`config.mk`:
```
export PLATFORM = sky130hd
export DESIGN_NAME = mmio_bus_responder_flat
export DESIGN_NICKNAME = d
export VERILOG_FILES = /design/src/rtl/mmio_bus_responder_pkg.sv /design/src/rtl/mmio_bus_responder_if.sv /design/src/rtl/mmio_bus_responder_sync2.sv /design/src/rtl/mmio_bus_responder.sv /design/src/flat_wrapper.sv
export SDC_FILE = /design/constraint.sdc
export NUM_CORES = 1
export LEC_CHECK = 0
export BUFFER_PORTS_ARGS = -buffer_cell sky130_fd_sc_hd__buf_4
export CORE_ASPECT_RATIO = 1.75
export CORE_UTILIZATION = 30
export CTS_CLUSTER_DIAMETER = 120
export DETAILED_ROUTE_END_ITERATION = 8
export PLACE_DENSITY_LB_ADDON = 0.05
export SYNTH_ARGS = -nofsm -noshare
export SYNTH_HDL_FRONTEND = slang
export SYNTH_SLANG_ARGS = --single-unit
```
`constraint.sdc`:
```
create_clock -name clk -period 3.8 [get_ports clk]
set_input_delay 0.38 -clock clk [delete_from_list [all_inputs] [get_ports clk]]
set_output_delay 0.38 -clock clk [all_outputs]
set_load 0.1 [all_outputs]
```
`src/rtl/mmio_bus_responder_pkg.sv`:
```
// mmio_pkg: shared constants for the MMIO bus responder.
//   IO_BASE_DEFAULT    default first I/O address
//   IO_LED..IO_STAT    register offsets within the I/O window
//   sel_t              read-pipeline region select
package mmio_pkg;

  localparam logic [15:0] IO_BASE_DEFAULT = 16'hFF00;

  localparam logic [2:0] IO_LED  = 3'd0;
  localparam logic [2:0] IO_SW   = 3'd1;
  localparam logic [2:0] IO_TCNT = 3'd2;
  localparam logic [2:0] IO_TCMP = 3'd3;
  localparam logic [2:0] IO_STAT = 3'd4;

  typedef enum logic [1:0] {
    SEL_NONE = 2'd0,
    SEL_RAM  = 2'd1,
    SEL_IO   = 2'd2
  } sel_t;

endpackage

```
`src/rtl/mmio_bus_responder_if.sv`:
```
// mmio_bus_responder_if: CPU-side data/instruction port of the memory responder.
//   cpu_addr   CPU address, held for the whole access
//   cpu_wdata  CPU store data
//   cpu_wren   one-cycle store strobe
//   cpu_rdata  registered read data, two cycles after the address
// Modports: master (CPU side), slave (responder side).
interface mmio_bus_responder_if #(
  parameter int ADDR_W = 16,
  parameter int DATA_W = 16
);

  logic [ADDR_W-1:0] cpu_addr;
  logic [DATA_W-1:0] cpu_wdata;
  logic              cpu_wren;
  logic [DATA_W-1:0] cpu_rdata;

  modport master (output cpu_addr, output cpu_wdata, output cpu_wren, input cpu_rdata);
  modport slave  (input cpu_addr, input cpu_wdata, input cpu_wren, output cpu_rdata);

endinterface

```
`src/rtl/mmio_bus_responder_sync2.sv`:
```
// mmio_sync2: two-flop synchroniser for asynchronous level inputs.
//   clk    clock
//   reset  synchronous, active-low; clears both flop stages
//   d      asynchronous input
//   q      synchronised output, two clocks behind d
module mmio_sync2 #(
  parameter int WIDTH = 8
) (
  input  logic             clk,
  input  logic             reset,
  input  logic [WIDTH-1:0] d,
  output logic [WIDTH-1:0] q
);

  logic [WIDTH-1:0] meta;

  always_ff @(posedge clk) begin
    if (!reset) begin
      meta <= '0;
      q    <= '0;
    end else begin
      meta <= d;
      q    <= meta;
    end
  end

endmodule

```
`src/rtl/mmio_bus_responder.sv`:
```
// mmio_bus_responder: memory-side responder for the multicycle CPU.
// Addresses below IO_BASE go to block RAM; IO_BASE..IO_BASE+7 is a small
// register file (LED, SW, TCNT, TCMP, STAT). Reads have a fixed two-cycle
// latency. The timer and its registers exist only when MMIO_TIMER_EN is defined.
//   clk, reset   clock, synchronous active-low reset
//   cpu          CPU bus (mmio_bus_responder_if.slave)
//   ram_*        block RAM port, RAM has one-cycle read latency
//   sw_in        asynchronous switches
//   led_out      LED register
//   timer_irq    sticky timer flag
module mmio_bus_responder
  import mmio_pkg::*;
#(
  parameter int              ADDR_W   = 16,
  parameter int              DATA_W   = 16,
  parameter logic [ADDR_W-1:0] IO_BASE = ADDR_W'(IO_BASE_DEFAULT),
  parameter int              PRESCALE = 1000
) (
  input  logic              clk,
  input  logic              reset,
  mmio_bus_responder_if.slave cpu,
  output logic [ADDR_W-1:0] ram_addr,
  output logic [DATA_W-1:0] ram_wdata,
  output logic              ram_wren,
  input  logic [DATA_W-1:0] ram_rdata,
  input  logic [7:0]        sw_in,
  output logic [7:0]        led_out,
  output logic              timer_irq
);

  logic              in_io;
  logic              io_hit;
  logic [ADDR_W-1:0] io_rel;
  logic [2:0]        io_off;
  logic              io_wr;
  sel_t              sel_d, sel_q;
  logic [2:0]        off_q;
  logic [7:0]        led_q;
  logic [7:0]        sw_sync;
  logic [DATA_W-1:0] io_rdata;

  assign in_io  = cpu.cpu_addr >= IO_BASE;
  assign io_rel = cpu.cpu_addr - IO_BASE;
  // Only the first eight I/O addresses are decoded; the rest of the window reads 0.
  assign io_hit = in_io && (io_rel < ADDR_W'(8));
  assign io_off = io_rel[2:0];
  assign io_wr  = cpu.cpu_wren && io_hit;

  assign ram_addr  = cpu.cpu_addr;
  assign ram_wdata = cpu.cpu_wdata;
  assign ram_wren  = cpu.cpu_wren && !in_io;
  assign led_out   = led_q;

  mmio_sync2 #(.WIDTH(8)) u_sw_sync (
    .clk   (clk),
    .reset (reset),
    .d     (sw_in),
    .q     (sw_sync)
  );

  always_comb begin
    sel_d = SEL_NONE;
    if (!in_io)      sel_d = SEL_RAM;
    else if (io_hit) sel_d = SEL_IO;
  end

  // Stage 1 remembers where the read goes; stage 2 picks the data once RAM has answered.
  always_ff @(posedge clk) begin
    if (!reset) begin
      sel_q         <= SEL_NONE;
      off_q         <= '0;
      cpu.cpu_rdata <= '0;
    end else begin
      sel_q <= sel_d;
      off_q <= io_off;
      case (sel_q)
        SEL_RAM: cpu.cpu_rdata <= ram_rdata;
        SEL_IO:  cpu.cpu_rdata <= io_rdata;
        default: cpu.cpu_rdata <= '0;
      endcase
    end
  end

  always_ff @(posedge clk) begin
    if (!reset)                    led_q <= '0;
    else if (io_wr && io_off == IO_LED) led_q <= cpu.cpu_wdata[7:0];
  end

`ifdef MMIO_TIMER_EN
  localparam int PS_W = (PRESCALE > 1) ? $clog2(PRESCALE) : 1;

  logic [PS_W-1:0]   ps_q;
  logic [DATA_W-1:0] tcnt_q, tcmp_q;
  logic              flag_q;
  logic              tick, tcmp_wr, stat_clr, flag_set;

  assign tick     = (ps_q == PS_W'(PRESCALE - 1));
  assign tcmp_wr  = io_wr && io_off == IO_TCMP;
  assign stat_clr = io_wr && io_off == IO_STAT && cpu.cpu_wdata[0];
  assign flag_set = tick && (tcmp_q != '0) && (tcnt_q == tcmp_q);
  assign timer_irq = flag_q;

  // A TCMP write restarts the whole timer so the next period is a full one.
  // A compare of zero freezes TCNT and never raises the flag.
  always_ff @(posedge clk) begin
    if (!reset) begin
      ps_q   <= '0;
      tcnt_q <= '0;
      tcmp_q <= '0;
      flag_q <= 1'b0;
    end else begin
      if (tcmp_wr) begin
        tcmp_q <= cpu.cpu_wdata;
        tcnt_q <= '0;
        ps_q   <= '0;
      end else begin
        ps_q <= tick ? '0 : ps_q + 1'b1;
        if (tick && tcmp_q != '0)
          tcnt_q <= (tcnt_q == tcmp_q) ? '0 : tcnt_q + 1'b1;
      end
      if (flag_set)      flag_q <= 1'b1;
      else if (stat_clr) flag_q <= 1'b0;
    end
  end

  always_comb begin
    io_rdata = '0;
    case (off_q)
      IO_LED:  io_rdata = DATA_W'(led_q);
      IO_SW:   io_rdata = DATA_W'(sw_sync);
      IO_TCNT: io_rdata = tcnt_q;
      IO_TCMP: io_rdata = tcmp_q;
      IO_STAT: io_rdata = DATA_W'(flag_q);
      default: io_rdata = '0;
    endcase
  end
`else
  assign timer_irq = 1'b0;

  always_comb begin
    io_rdata = '0;
    case (off_q)
      IO_LED:  io_rdata = DATA_W'(led_q);
      IO_SW:   io_rdata = DATA_W'(sw_sync);
      default: io_rdata = '0;
    endcase
  end
`endif

endmodule
```
`src/flat_wrapper.sv`:
```
// flat-port wrapper written by rule: the top's interface ports become plain ports
module mmio_bus_responder_flat import mmio_pkg::*;
#(
  parameter int              ADDR_W   = 16,
  parameter int              DATA_W   = 16,
  parameter logic [ADDR_W-1:0] IO_BASE = ADDR_W'(IO_BASE_DEFAULT),
  parameter int              PRESCALE = 1000
)
  (clk, reset, ram_addr, ram_wdata, ram_wren, ram_rdata, sw_in, led_out, timer_irq, cpu_cpu_addr, cpu_cpu_wdata, cpu_cpu_wren, cpu_cpu_rdata);
  mmio_bus_responder_if #(.ADDR_W(ADDR_W), .DATA_W(DATA_W)) cpu_i ();
  input  logic clk;
  input  logic reset;
  output logic [ADDR_W-1:0] ram_addr;
  output logic [DATA_W-1:0] ram_wdata;
  output logic ram_wren;
  input  logic [DATA_W-1:0] ram_rdata;
  input  logic [7:0] sw_in;
  output logic [7:0] led_out;
  output logic timer_irq;
  input wire logic [$bits(cpu_i.cpu_addr)-1:0] cpu_cpu_addr;
  input wire logic [$bits(cpu_i.cpu_wdata)-1:0] cpu_cpu_wdata;
  input wire logic [$bits(cpu_i.cpu_wren)-1:0] cpu_cpu_wren;
  output wire logic [$bits(cpu_i.cpu_rdata)-1:0] cpu_cpu_rdata;
  assign cpu_i.cpu_addr = cpu_cpu_addr;
  assign cpu_i.cpu_wdata = cpu_cpu_wdata;
  assign cpu_i.cpu_wren = cpu_cpu_wren;
  assign cpu_cpu_rdata = cpu_i.cpu_rdata;
  mmio_bus_responder #(.ADDR_W(ADDR_W), .DATA_W(DATA_W), .IO_BASE(IO_BASE), .PRESCALE(PRESCALE)) u_core (.clk(clk), .reset(reset), .cpu(cpu_i), .ram_addr(ram_addr), .ram_wdata(ram_wdata), .ram_wren(ram_wren), .ram_rdata(ram_rdata), .sw_in(sw_in), .led_out(led_out), .timer_irq(timer_irq));
endmodule
```
# Word level (Yosys, flattened, before mapping)

Cells that the tools add are included.

Flip-flop bits (word level): 45
Output and inout bits: 58
Logic and storage cells: 25

Add/sub/neg operators: 1
Magnitude comparators: 2
Equal/unequal tests: 3
Mux-type cells: 4
Reductions and logical operators: 8

Operators by type and width:

| cell                                                       | number |
|---|---|
| case mux 16 bit (2 select lines)                           | 1 |
| greater-or-equal comparator 16 bit (second input constant) | 1 |
| < comparator 16 x 4 -> 1 bit (second input constant)       | 1 |
| case mux 8 bit (2 select lines)                            | 1 |
| subtractor 16 bit (second input constant)                  | 1 |
| logical NOT 3 bit                                          | 2 |
| logical AND 1 bit                                          | 4 |
| equality test 3 x 1 -> 1 bit (second input constant)       | 1 |
| equality test 2 x 1 -> 1 bit (second input constant)       | 1 |
| equality test 2 bit (second input constant)                | 1 |
| two-way mux 2 bit                                          | 1 |
| AND reduction 2 bit                                        | 1 |
| logical NOT 1 bit                                          | 1 |
| two-way mux 1 bit                                          | 1 |

# Depth between registers and ports, before layout

Word-level depth: 5
Gate-level depth with buffers: 5

# Modules after synthesis

From an unflattened synthesis, not the netlist that was laid out.

Cell total of the unflattened synthesis: 177
Area, all modules: 1,855.5 µm²

By module, submodules not included:

| module             | times used | cells each | area an instance (µm²) | seq. area each (µm²) |
|---|---|---|---|---|
| mmio_bus_responder | 1          | 144        | 1,408.9                | 580.6 |
| mmio_sync2         | 1          | 33         | 446.7                  | 320.3 |

# Least setup slack after synthesis

No wires, ideal clock.

Path type: input -> output
From: input cpu_cpu_addr[12]
To: output ram_wren
Arrival time: 1.883 ns
Required time: 3.420 ns
Path slack: 1.537 ns
Cell stages on the path: 3
Buffers on the path: 0
Cells stage by stage: nand4_1 nor2_2 nor2b_1

Word-level cells in the longest chain between the ends: 3

Ends and longest elaborated chain:

| element                            | RTL line                 | source |
|---|---|---|
| start, declared                    | flat_wrapper.sv:20       | `input wire logic [$bits(cpu_i.cpu_addr)-1:0] cpu_cpu_addr;` |
| greater-or-equal comparator 16 bit | mmio_bus_responder.sv:42 | `assign in_io = cpu.cpu_addr >= IO_BASE;` |
| logical NOT 1 bit                  | mmio_bus_responder.sv:51 | `assign ram_wren = cpu.cpu_wren && !in_io;` |
| logical AND 1 bit                  | mmio_bus_responder.sv:51 |  |
| end, declared                      | flat_wrapper.sv:15       | `output logic ram_wren;` |

Every way passes these cells.

# Final worst setup path

From: register u_core.sel_q[0]
To: register u_core.cpu.cpu_rdata[5]

Word-level cells in the longest chain between the ends: 2

Ends and longest elaborated chain:

| element                                                                    | RTL line                    | source |
|---|---|---|
| start, declared                                                            | mmio_bus_responder.sv:36    | `sel_t sel_d, sel_q;` |
| start signal, assigned                                                     | mmio_bus_responder.sv:74    | `sel_q <= sel_d;` |
| equality test 2 bit / equality test 2 x 1 -> 1 bit (equally long branches) | mmio_bus_responder.sv:76    | `case (sel_q)` |
| case mux 16 bit (2 select lines) (*)                                       | mmio_bus_responder.sv:76    |  |
| end signal, assigned                                                       | mmio_bus_responder.sv:77    | `SEL_RAM: cpu.cpu_rdata <= ram_rdata;` |
| end signal, assigned                                                       | mmio_bus_responder.sv:78    | `SEL_IO: cpu.cpu_rdata <= io_rdata;` |
| end, declared                                                              | mmio_bus_responder_if.sv:18 | `modport slave (input cpu_addr, input cpu_wdata, input cpu_wren, output cpu_rdata);` |

Mark *: on every way between the ends. The rest lies on a longest branch, timed or not.
A chain may end at the register's enable or synchronous reset.

==> results.tsv <==
stage	metric	value	unit
run_status	status	finished, final reports clean	
hold_path	Hold/Removal Path Class	input pin to register	
placement	Final HPWL DP	2940	um
cells_and_area	final antenna diode count	0	
yosys	top-area cell type share of the netlist area	49.1	%
worst_setup_path	Cell Chain, Critical Path	inv_1 > ha_1 > nor3b_1 > a22oi_1 > nor2_1	
yosys	syn_area_per_cell	10.3	sq um
worst_setup_path	crit path DAT	1860	ps
grt	first-pass GRT wire length	5980	um
sta	Fin Hold WS	292	ps
detailed_routing	initial drt markers	32	
power_and_ir_drop	worst vdd ir	0.206	mV
cells_and_area	# fillers	595	
yosys	Synth Flop Type	dfxtp_1	
floorplanning	IO Count	117	
clocking	Sink Count	45	
power_and_ir_drop	Leak	1.22	nW
sta	final hold vios	0	
clocking	Root Driver	clkbuf_8	
grt	vias in the first global route	1236	
sta	Slew @ Worst Pin	972	ps
floorplanning	# rows	37	
worst_setup_path	Critical-path top delay cell	nor3b_1	
detailed_routing	Via Count	1344	
worst_setup_path	Crit path max-delay family	simple AND/OR/NAND/NOR gates	
cells_and_area	Design Area, Final	2470	sq um
detailed_routing	routed len/inst	12.1	um
clocking	Post-CTS Setup Bufs	0	
sta	fin. max-slew vios	0	
worst_setup_path	Max stage delay on crit path	780	ps
worst_setup_path	WP data required	4030	ps
sta	RSZ-0062 raised after global routing	no	
cells_and_area	Nets	304	
clocking	CTS tree	built	
yosys	number of synthesized register bits	45	
grt	pin count of the biggest net entering global routing	47	
yosys	Post-Syn Area	1830	sq um
clocking	cts hold-fix bufs	0	
clocking	# resized after CTS	0	
sta	Period minus WS final	1630	ps
detailed_routing	drt drc	0	
worst_setup_path	crit path buf inv count	1	
detailed_routing	Detailed Route WL	3890	um
cells_and_area	Synth-to-Final Area Change	34.6	%
placement	PortBufs	99	
worst_setup_path	crit path kind	register to register	
yosys	most numerous cell in the Yosys netlist	dfxtp_1	
sta	maximum clock rate	612	MHz
clocking	CTS Buffer Depth	2	
yosys	number of flops mapped to enable cells by yosys	0	
placement	Final Wtd Congestion	0.656	
worst_setup_path	Crit. End Element	register	
clocking	Inserted Clock Buffers	5	
sta	fin crit share	43.0	%
yosys	most common library cells after synthesis	45 x dfxtp_1, 33 x buf_4, 19 x and2_1, 16 x nand2_1, 9 x and3_1	
sta	smallest setup slack after layout	2170	ps
floorplanning	DIE HEIGHT	105	um
detailed_routing	Initial DRT Pass Iterations	4	
floorplanning	die span in x	61.1	um
sta	Final setup viols	0	
clocking	Worst-Skew Late Latency	290	ps
placement	Area after DPL	2380	sq um
clocking	H-tree levels	2	
yosys	Yosys cell types	24	
power_and_ir_drop	Pwr Total	1.04	mW
flow_run	Max Cap Violations	0	
yosys	Async S/R FF share, synth	0	%
placement	Setup Slack @ Placement	2140	ps
detailed_routing	vias per std cell	4.19	
yosys	synth warn	0	
detailed_routing	Routed Antenna Nets	0	
sta	Max-slew headroom	35.1	%
grt	gr ovfl total	0	
cells_and_area	FF+latch area	901	sq um
floorplanning	CORE AREA	5880	sq um
floorplanning	Initial Util	31.2	%
yosys	syn_nets	239	
worst_setup_path	CP Max Fanout	8	
grt	initial antenna violation count	0	
yosys	Yosys top cell by area	dfxtp_1	
power_and_ir_drop	Cell Pwr Density	422	nW/um^2
yosys	Synth area leaders	dfxtp_1 49%, buf_4 14%, and2_1 6.5%, mux2_2 4.9%, mux2i_1 4.4%	
floorplanning	Die ar.	6440	sq um
sta	sum of negative setup slack	0	ps
cells_and_area	area of the multi-input gates	633	sq um
cells_and_area	fraction of layout cells with a size suffix above 1	48.6	%
worst_setup_path	crit path launch type	register	
clocking	clock-pin slew on the worst setup and hold paths	80	ps
grt	Tot GR Track Use	12.7	%
yosys	Post-Synthesis Cells	178	
yosys	Seq/Total Area, Yosys	49.1	%
sta	setup skew after layout	5.44	ps
per-stage QoR:
| stage | instances | util, % |
|---|---|---|
| after global placement | 314 | 40.5 |
| after detailed placement | 314 | 40.5 |
| after floorplan | 178 | - |
| after global routing | 321 | 42.0 |
| after CTS | 321 | 42.0 |
| final | 321 | 42.0 |
per-layer routing:
layer | vias up | wire, um | track usage (%) | part of all wire, %
met3 | 4 | 285 | 4.54 | 7.3
met2 | 80 | 2130 | 22.5 | 55
li1 | 674 | - | - | -
met1 | 586 | 1430 | 13.1 | 37
met4 | 0 | 43 | 3.90 | 1.1
met5 | - | 0 | 0 | 0
worst paths after layout:
check                                            from                                   to  slack, ps  cells past startpoint
setup / recovery           u_core.sel_q[0]$_SDFF_PN0_   u_core.cpu.cpu_rdata[5]$_SDFF_PN0_       2170                      5
hold / removal                               sw_in[3]  u_core.u_sw_sync.meta[3]$_SDFF_PN0_        290                      2
setup reg to reg           u_core.sel_q[0]$_SDFF_PN0_   u_core.cpu.cpu_rdata[5]$_SDFF_PN0_       2170                      5
hold reg to reg   u_core.u_sw_sync.meta[4]$_SDFF_PN0_     u_core.u_sw_sync.q[4]$_SDFF_PN0_        430                      1
report_power, final:
part / total, mW / internal (mW) / leakage (nW) / switching (mW)
Clock: 0.293 / 0.144 / 0.0443 / 0.149
Sequential: 0.492 / 0.487 / 0.369 / 0.00520
Combinational: 0.256 / 0.0719 / 0.807 / 0.184
sequential cells by signal, summed over array words and instances, names as in the netlist:
name	cells
u_core.cpu.cpu_rdata	16
u_core.led_out	8
u_core.off_q	3
u_core.sel_q	2
u_core.u_sw_sync.meta	8
u_core.u_sw_sync.q	8
final cells by class:
type,instances,share of cell area (%)
Sequential cell,45,36.5
Clock buffer,7,3.50
Tap cell,78,3.95
Multi-Input combinational cell,90,25.6
Timing Repair Buffer,99,30.1
Inverter,2,0.304
cell usage in the layout (no fill, tap or decap):
master,count
buf_4,99
dfxtp_1,45
and2_1,19
nand2_1,16
and3_1,9
mux2i_1,8
mux2_2,8
a22oi_1,8
nor2_1,8
clkbuf_8,6
inv_1,2
nand4_1,2
nor2b_1,2
ha_1,2
nor2_2,1
nor4b_4,1
or4_4,1
nor2_4,1
nand3_4,1
nand2b_1,1
nor3b_1,1
conb_1,1
clkbuf_1,1
kinds of logic after synthesis:
kind of cell | after synthesis | synth area share [%]
compound gates | 8 | 3.27
buf+inv | 43 | 16.4
other cells | 1 | 0.204
simple gates | 63 | 20.4
mux | 16 | 9.28
flops | 45 | 49.1
fa+ha+maj | 2 | 1.36
No activity file was read; power rests on OpenSTA's default activity.
